===== src/rtl/fetch_unit_pkg.sv =====
// rtl/fetch_unit_pkg.sv - shared types and constants for the instruction-fetch stage
//
// Purpose: the fetch buffer entry type and buffer sizing constants used by
//          fetch_unit and fetch_skid_fifo.
// Ports:   none (package).
package fetch_unit_pkg;

  typedef struct packed {
    logic [31:0] pc;
    logic [31:0] inst;
  } fetch_entry_t;

  localparam int FETCH_BUF_DEPTH = 2;
  // Wide enough to hold occupancy values 0..FETCH_BUF_DEPTH.
  localparam int FETCH_OCC_W = $clog2(FETCH_BUF_DEPTH + 1);

endpackage


===== src/rtl/fetch_skid_fifo.sv =====
// rtl/fetch_skid_fifo.sv - 2-entry fetch buffer with same-cycle bypass when empty
//
// Purpose: holds returned {pc, inst} words so that decode stalls lose nothing.
//          When empty, a word being pushed is presented on the head outputs in
//          the same cycle.
// Ports:
//   clk, rstn      clock, asynchronous active-low reset
//   push           a returned word is available this cycle
//   push_data      the returned {pc, inst}
//   pop            head is consumed this cycle (only asserted while head_valid)
//   flush          discard everything, including this cycle's push
//   head_valid     head_data holds a live entry (stored or bypassed)
//   head_data      oldest entry, or push_data when empty; zero when nothing live
//   occupancy      number of stored entries (bypass not counted)
module fetch_skid_fifo
  import fetch_unit_pkg::*;
(
  input  logic                   clk,
  input  logic                   rstn,
  input  logic                   push,
  input  fetch_entry_t           push_data,
  input  logic                   pop,
  input  logic                   flush,
  output logic                   head_valid,
  output fetch_entry_t           head_data,
  output logic [FETCH_OCC_W-1:0] occupancy
);

  localparam logic [FETCH_OCC_W-1:0] OCC_0 = FETCH_OCC_W'(0);
  localparam logic [FETCH_OCC_W-1:0] OCC_1 = FETCH_OCC_W'(1);
  localparam logic [FETCH_OCC_W-1:0] OCC_2 = FETCH_OCC_W'(2);

  // e0 is always the head slot; e1 sits behind it.
  fetch_entry_t           e0_q, e0_d;
  fetch_entry_t           e1_q, e1_d;
  logic [FETCH_OCC_W-1:0] occ_q, occ_d;

  always_comb begin
    occupancy  = occ_q;
    head_valid = (occ_q != OCC_0) || push;
    if (occ_q != OCC_0) begin
      head_data = e0_q;
    end else if (push) begin
      head_data = push_data;
    end else begin
      head_data = '0;
    end
  end

  always_comb begin
    e0_d  = e0_q;
    e1_d  = e1_q;
    occ_d = occ_q;
    if (flush) begin
      occ_d = OCC_0;
    end else if (occ_q == OCC_0) begin
      // A push that is popped in the same cycle went straight through the bypass.
      if (push && !pop) begin
        e0_d  = push_data;
        occ_d = OCC_1;
      end
    end else if (occ_q == OCC_1) begin
      if (push && pop) begin
        e0_d = push_data;
      end else if (pop) begin
        occ_d = OCC_0;
      end else if (push) begin
        e1_d  = push_data;
        occ_d = OCC_2;
      end
    end else begin
      // Full: the issue credit guarantees no push arrives without a pop.
      if (pop) begin
        e0_d = e1_q;
        if (push) begin
          e1_d = push_data;
        end else begin
          occ_d = OCC_1;
        end
      end
    end
  end

  always_ff @(posedge clk or negedge rstn) begin
    if (!rstn) begin
      e0_q  <= '0;
      e1_q  <= '0;
      occ_q <= OCC_0;
    end else begin
      e0_q  <= e0_d;
      e1_q  <= e1_d;
      occ_q <= occ_d;
    end
  end

endmodule


===== src/rtl/fetch_unit.sv =====
// rtl/fetch_unit.sv - instruction-fetch stage: PC, BRAM issue, skid buffer, halt
//
// Purpose: owns the fetch PC, issues reads to a 1-cycle-latency instruction
//          BRAM, buffers returns in fetch_skid_fifo and presents {pc, inst} to
//          decode. Handles redirects and halts permanently on an accepted stop.
// Ports:
//   clk, rstn        clock, asynchronous active-low reset
//   stall            decode hold; head is not consumed
//   redirect         control transfer taken; redirect_pc is the target
//   redirect_pc      target PC, low two bits ignored
//   stop_in          stop flag for the instruction on inst_out
//   imem_en          BRAM read enable
//   imem_addr        BRAM word address
//   imem_rdata       BRAM data, valid the cycle after imem_en
//   valid_out        pc_out/inst_out hold a live instruction
//   pc_out, inst_out head instruction (zero when not valid)
//   halted           fetch stopped until reset
//   inst_count       accepted-instruction counter
module fetch_unit
  import fetch_unit_pkg::*;
#(
  parameter logic [31:0] RESET_PC = 32'h0000_0000,
  parameter int          IMEM_AW  = 14
) (
  input  logic               clk,
  input  logic               rstn,
  input  logic               stall,
  input  logic               redirect,
  input  logic [31:0]        redirect_pc,
  input  logic               stop_in,
  output logic               imem_en,
  output logic [IMEM_AW-1:0] imem_addr,
  input  logic [31:0]        imem_rdata,
  output logic               valid_out,
  output logic [31:0]        pc_out,
  output logic [31:0]        inst_out,
  output logic               halted,
  output logic [31:0]        inst_count
);

  logic [31:0] fetch_pc_q, fetch_pc_d;
  logic [31:0] inflight_pc_q, inflight_pc_d;
  logic [31:0] inst_count_q, inst_count_d;
  logic        inflight_q, inflight_d;
  logic        halted_q, halted_d;
  logic        run_q, run_d;

  logic                   fifo_push;
  logic                   fifo_flush;
  logic                   head_valid;
  fetch_entry_t           push_entry;
  fetch_entry_t           head_entry;
  logic [FETCH_OCC_W-1:0] occupancy;

  logic                   redirect_take;
  logic                   accept;
  logic                   stop_take;
  logic [FETCH_OCC_W:0]   occ_after;
  logic                   unused_pc_bits;

  assign unused_pc_bits = ^redirect_pc[1:0];

  // The FIFO sees the raw return; killing it is done through flush, which keeps
  // the accept/stop decision out of the bypass path (no combinational loop).
  assign fifo_push  = inflight_q && !halted_q;
  assign push_entry = '{pc: inflight_pc_q, inst: imem_rdata};

  fetch_skid_fifo u_skid (
    .clk        (clk),
    .rstn       (rstn),
    .push       (fifo_push),
    .push_data  (push_entry),
    .pop        (accept),
    .flush      (fifo_flush),
    .head_valid (head_valid),
    .head_data  (head_entry),
    .occupancy  (occupancy)
  );

  // Control and outputs.
  always_comb begin
    redirect_take = redirect && !halted_q;
    valid_out     = head_valid && !halted_q;
    accept        = valid_out && !stall && !redirect;
    stop_take     = accept && stop_in;
    fifo_flush    = redirect_take || stop_take;
    pc_out        = valid_out ? head_entry.pc   : 32'h0;
    inst_out      = valid_out ? head_entry.inst : 32'h0;
    // Entries held at the end of this cycle; one more read may be outstanding
    // only if that leaves a free slot for it next cycle.
    occ_after = {1'b0, occupancy} + (FETCH_OCC_W + 1)'(fifo_push)
              - (FETCH_OCC_W + 1)'(accept);
    // run_q keeps the BRAM idle during reset and the first cycle after it.
    imem_en   = run_q && !halted_q && !redirect
              && (occ_after <= (FETCH_OCC_W + 1)'(1));
    imem_addr  = fetch_pc_q[IMEM_AW+1:2];
    halted     = halted_q;
    inst_count = inst_count_q;
  end

  // Next state.
  always_comb begin
    run_d         = 1'b1;
    fetch_pc_d    = fetch_pc_q;
    inflight_pc_d = inflight_pc_q;
    if (redirect_take) begin
      fetch_pc_d = {redirect_pc[31:2], 2'b00};
    end else if (imem_en) begin
      fetch_pc_d = fetch_pc_q + 32'd4;
    end
    if (imem_en) begin
      inflight_pc_d = fetch_pc_q;
    end
    inflight_d   = imem_en && !stop_take;
    halted_d     = halted_q || stop_take;
    inst_count_d = inst_count_q + 32'(accept);
  end

  always_ff @(posedge clk or negedge rstn) begin
    if (!rstn) begin
      fetch_pc_q    <= RESET_PC;
      inflight_pc_q <= 32'h0;
      inst_count_q  <= 32'h0;
      inflight_q    <= 1'b0;
      halted_q      <= 1'b0;
      run_q         <= 1'b0;
    end else begin
      fetch_pc_q    <= fetch_pc_d;
      inflight_pc_q <= inflight_pc_d;
      inst_count_q  <= inst_count_d;
      inflight_q    <= inflight_d;
      halted_q      <= halted_d;
      run_q         <= run_d;
    end
  end

endmodule


===== config.mk =====
export PLATFORM = sky130hd
export DESIGN_NAME = fetch_unit
export DESIGN_NICKNAME = d
export VERILOG_FILES = /design/src/rtl/fetch_unit_pkg.sv /design/src/rtl/fetch_skid_fifo.sv /design/src/rtl/fetch_unit.sv
export SDC_FILE = /design/constraint.sdc
export NUM_CORES = 1
export LEC_CHECK = 0
export ABC_AREA = 1
export CAP_MARGIN = 0
export CORE_ASPECT_RATIO = 1.1
export CORE_MARGIN = 5
export CORE_UTILIZATION = 40
export CTS_CLUSTER_SIZE = 8
export DETAILED_ROUTE_END_ITERATION = 8
export GPL_TIMING_DRIVEN = 1
export MAX_ROUTING_LAYER = met4
export PLACE_DENSITY = 0.68
export SYNTH_ARGS = -nofsm -noshare
export SYNTH_HDL_FRONTEND = slang
export SYNTH_SLANG_ARGS = --single-unit

===== constraint.sdc =====
create_clock -name clk -period 3.2 [get_ports clk]
set_input_delay 0.64 -clock clk [delete_from_list [all_inputs] [get_ports clk]]
set_output_delay 0.64 -clock clk [all_outputs]
set_load 0.01 [all_outputs]

==> impl_metrics.ini <==
[flow_run]
maxCapViolCount = 0

[pwr]
peakVddDrop_mv = 0.371
p_leak_nw = 6.86
p_total_mw = 5.80
p_per_area_mw_per_mm2 = 395

[setup_path]
r2r.worst_path.cells = 19
path_cells = nor2_4, nand2_4, clkinv_4, nand2_2, nor2_2, o21bai_1, ha_2, inv_1, fa_1, nand2_1, inv_2, nand2_4, nor2_8, buf_6
cp.arrival_ns = 2.55
slowest_stage = fa_1
cp-end-kind = output port
start_kind = flip-flop
path_class = flip-flop to output port
worstPathRequired_ns = 2.56
cpPeakStageDelay_ns = 0.47
crit_top_cell = nand2_4
worstPathMaxFanout = 2

[logic_synthesis]
syn_inst = 1564
syn_area_per_cell_um2 = 7.43
synthArstFlopShare_pct = 100
synth_edf_count = 0
ys_ff_latch = 221
synth_warnings = 0
synth_ff_type = dfrtp_1
yosysSeqAreaShare_pct = 47.6
synthesis.area_mm2 = 0.0116
yosysUniqueCellTypes = 38

[grt]
grt_max_degree = 125
grt-ovfl-total = 0
grt_pass1_vias = 10294
grt_antenna_before_repair = 0
grt_pass1_wl_um = 52800
track_usage_pct = 20.1

[cts]
clock_path_buffers = 3
cts_tree = yes
cts_sinks = 221
holdBufCountCts = 0
clock_latency_ns = 0.54
path_clk_slew_ns = 0.05
cts_inserted_buffers = 31
clock-root-buffer = clkbuf_16
htree_levels = 1

[route]
wl_per_cell_um = 15.1
viasPerCell = 5.01
drc = 0
vias = 10540
dr.pass1.iters = 5
first_iter_violations = 771
totalWireLength_um = 31700
antenna_left = 0

[timing]
worstMarginPinSlew_ns = 1.14
holdWs_ns = 0.0640
tns_ns = 0
setup_viol = 0
final.min_clock_period_ns = 3.19
hold_viol = 0
fin_crit_sh_pct = 99.6
slew_violations = 0
rsz0062_at_grt = yes
final.setup_skew_ns = 0.0143
slew_headroom_pct = 24.2
fmax_mhz = 314

[cells_and_area]
stdcell_area_mm2 = 0.0147
layout-drive-gt1-share_pct = 7.50
fin_cells = 2102
finalNetCount = 1807
seq_area_mm2 = 0.00553
fillers = 2757
antennaDiodeCount = 0
multi_input_area_mm2 = 0.00513
flow.area_growth_from_synthesis_pct = 26.4

[placement]
dp.cells = 2064
dp_hpwl_um = 21600
io_buffers = 177
placed_cell_area_mm2 = 0.0138
place_congestion = 0.905

[floorplanning]
fp.coreArea_mm2 = 0.0287
die_w_um = 172
num_rows = 65
die_y_um = 189
start_util_pct = 40.5
io_pins = 182
dieArea_mm2 = 0.0325

[hold_path]
hold_path.class = input port to async pin

[outcome]
status = completed
-- kinds of logic (layout without fill, tap and decap cells) --
family | Yosys count | count (layout) | share of synthesized area (%)
AOI/OAI and AO/OA | 329 | 329 | 14.5
xor gates and xnor gates | 25 | 25 | 1.89
adders and majority gates | 4 | 4 | 0.496
buffers and inverters | 221 | 390 | 8.86
DFF | 221 | 221 | 47.6
other | 2 | 3 | 0.0647
and+or+nand+nor | 762 | 762 | 26.6
-- metrics by stage --
stage	util (%)	setup WS, ns
after floorplan	-	0.0584
after global placement	48.0	-0.596
after detailed placement	48.0	-0.644
after CTS	51.0	-0.101
after global routing	51.1	-0.121
final	51.1	0.0137
-- flip-flops by register name (all words and copies together) (netlist names) --
register and count:
u_skid.e0_q 62, u_skid.e1_q 62, inflight_q 1, inflight_pc_q 30, halted 1, fetch_pc_q 30, inst_count 32, u_skid.occupancy 2
run_q 1
-- layout by cell type (no fill, tap or decap), types with 5 or more instances in the layout --
cell type | netlist | final
o211ai_1 | 6 | 6
nand2_2 | 5 | 6
o21ai_1 | 88 | 88
o21ai_0 | 150 | 150
nor2_1 | 110 | 109
buf_4 | 16 | 34
clkbuf_16 | 0 | 31
nand3_1 | 51 | 51
clkdlybuf4s50_1 | 0 | 111
inv_1 | 127 | 124
clkdlybuf4s15_1 | 0 | 5
xor2_1 | 15 | 15
dlymetal6s2s_1 | 0 | 7
nand4_1 | 8 | 8
xnor2_1 | 10 | 10
inv_2 | 5 | 6
a21oi_1 | 77 | 65
a21oi_2 | 0 | 10
dfrtp_1 | 221 | 221
dlygate4sd2_1 | 0 | 51
nand2_1 | 560 | 558
nor3_1 | 10 | 10
buf_12 | 0 | 12
-- final cells by class --
type / instances / share of cell area, %
sequential: 221 / 37.7
tap: 368 / 3.14
clock buffer: 33 / 5.40
inverter: 133 / 3.48
timing repair buffer: 224 / 15.3
multi-input combinational: 1123 / 35.0
-- worst max-delay path: cells and delay by family (launching register included) --
| kind | cells | cell delay (ns) |
|---|---|---|
| AOI/OAI and AO/OA | 1 | 0.13 |
| adders and majority gates | 2 | 0.65 |
| DFF | 1 | 0.40 |
| and+or+nand+nor | 7 | 0.57 |
| buffers and inverters | 4 | 0.27 |
-- power breakdown --
group	internal, mW	switching (mW)
Combinational	0.0890	0.0977
Sequential	2.80	0.000224
Clock	1.70	1.11
-- metal layers --
layer / share of wire [%] / vias up / wire length (µm) / GRT usage (%)
li1: - / 5277 / - / -
met4: 1.7 / 0 / 541 / 4.41
met5: 0 / - / 0 / -
met3: 5.3 / 44 / 1680 / 2.54
met2: 48 / 267 / 15400 / 33.1
met1: 44 / 4952 / 14100 / 26.8
-- worst paths after layout --
path                                                  start  slack, ns                     endpoint
worst max-delay path                       halted$_DFF_PN0_       0.01                      imem_en
worst min-delay path                                   rstn       0.06  u_skid.e1_q[40]$_DFFE_PN0P_
worst max register to register             halted$_DFF_PN0_       0.33    fetch_pc_q[9]$_DFFE_PN0P_
worst min register to register  u_skid.e1_q[40]$_DFFE_PN0P_       0.48  u_skid.e1_q[40]$_DFFE_PN0P_
max in group asynchronous                              rstn       2.33     inst_count[11]$_DFF_PN0_
min in group clk                u_skid.e1_q[40]$_DFFE_PN0P_       0.48  u_skid.e1_q[40]$_DFFE_PN0P_
-- synth_stat cells, drive strengths merged (3+ instances only) --
cell	n	share of area, %
ha	3	0.32
nand4	9	0.54
inv	132	4.3
xnor2	10	0.75
o21ai	240	10
dfrtp	221	48
clkbuf	34	1.1
nand3	53	2.4
nand2	568	19
nor2	118	4.3
a21oi	77	3.3
buf	54	3.4
o21bai	3	0.19
nor3	10	0.43
o211ai	6	0.39
xor2	15	1.1
-- what timing repair did --
action / CTS / global route
gates cloned: 2 / 0
setup buffers: 3 / 1
endpoints found under the setup margin: 63 / 22
pin swaps: 4 / 6
resized for setup: 76 / 25
No activity file was read; power rests on OpenSTA's default activity.
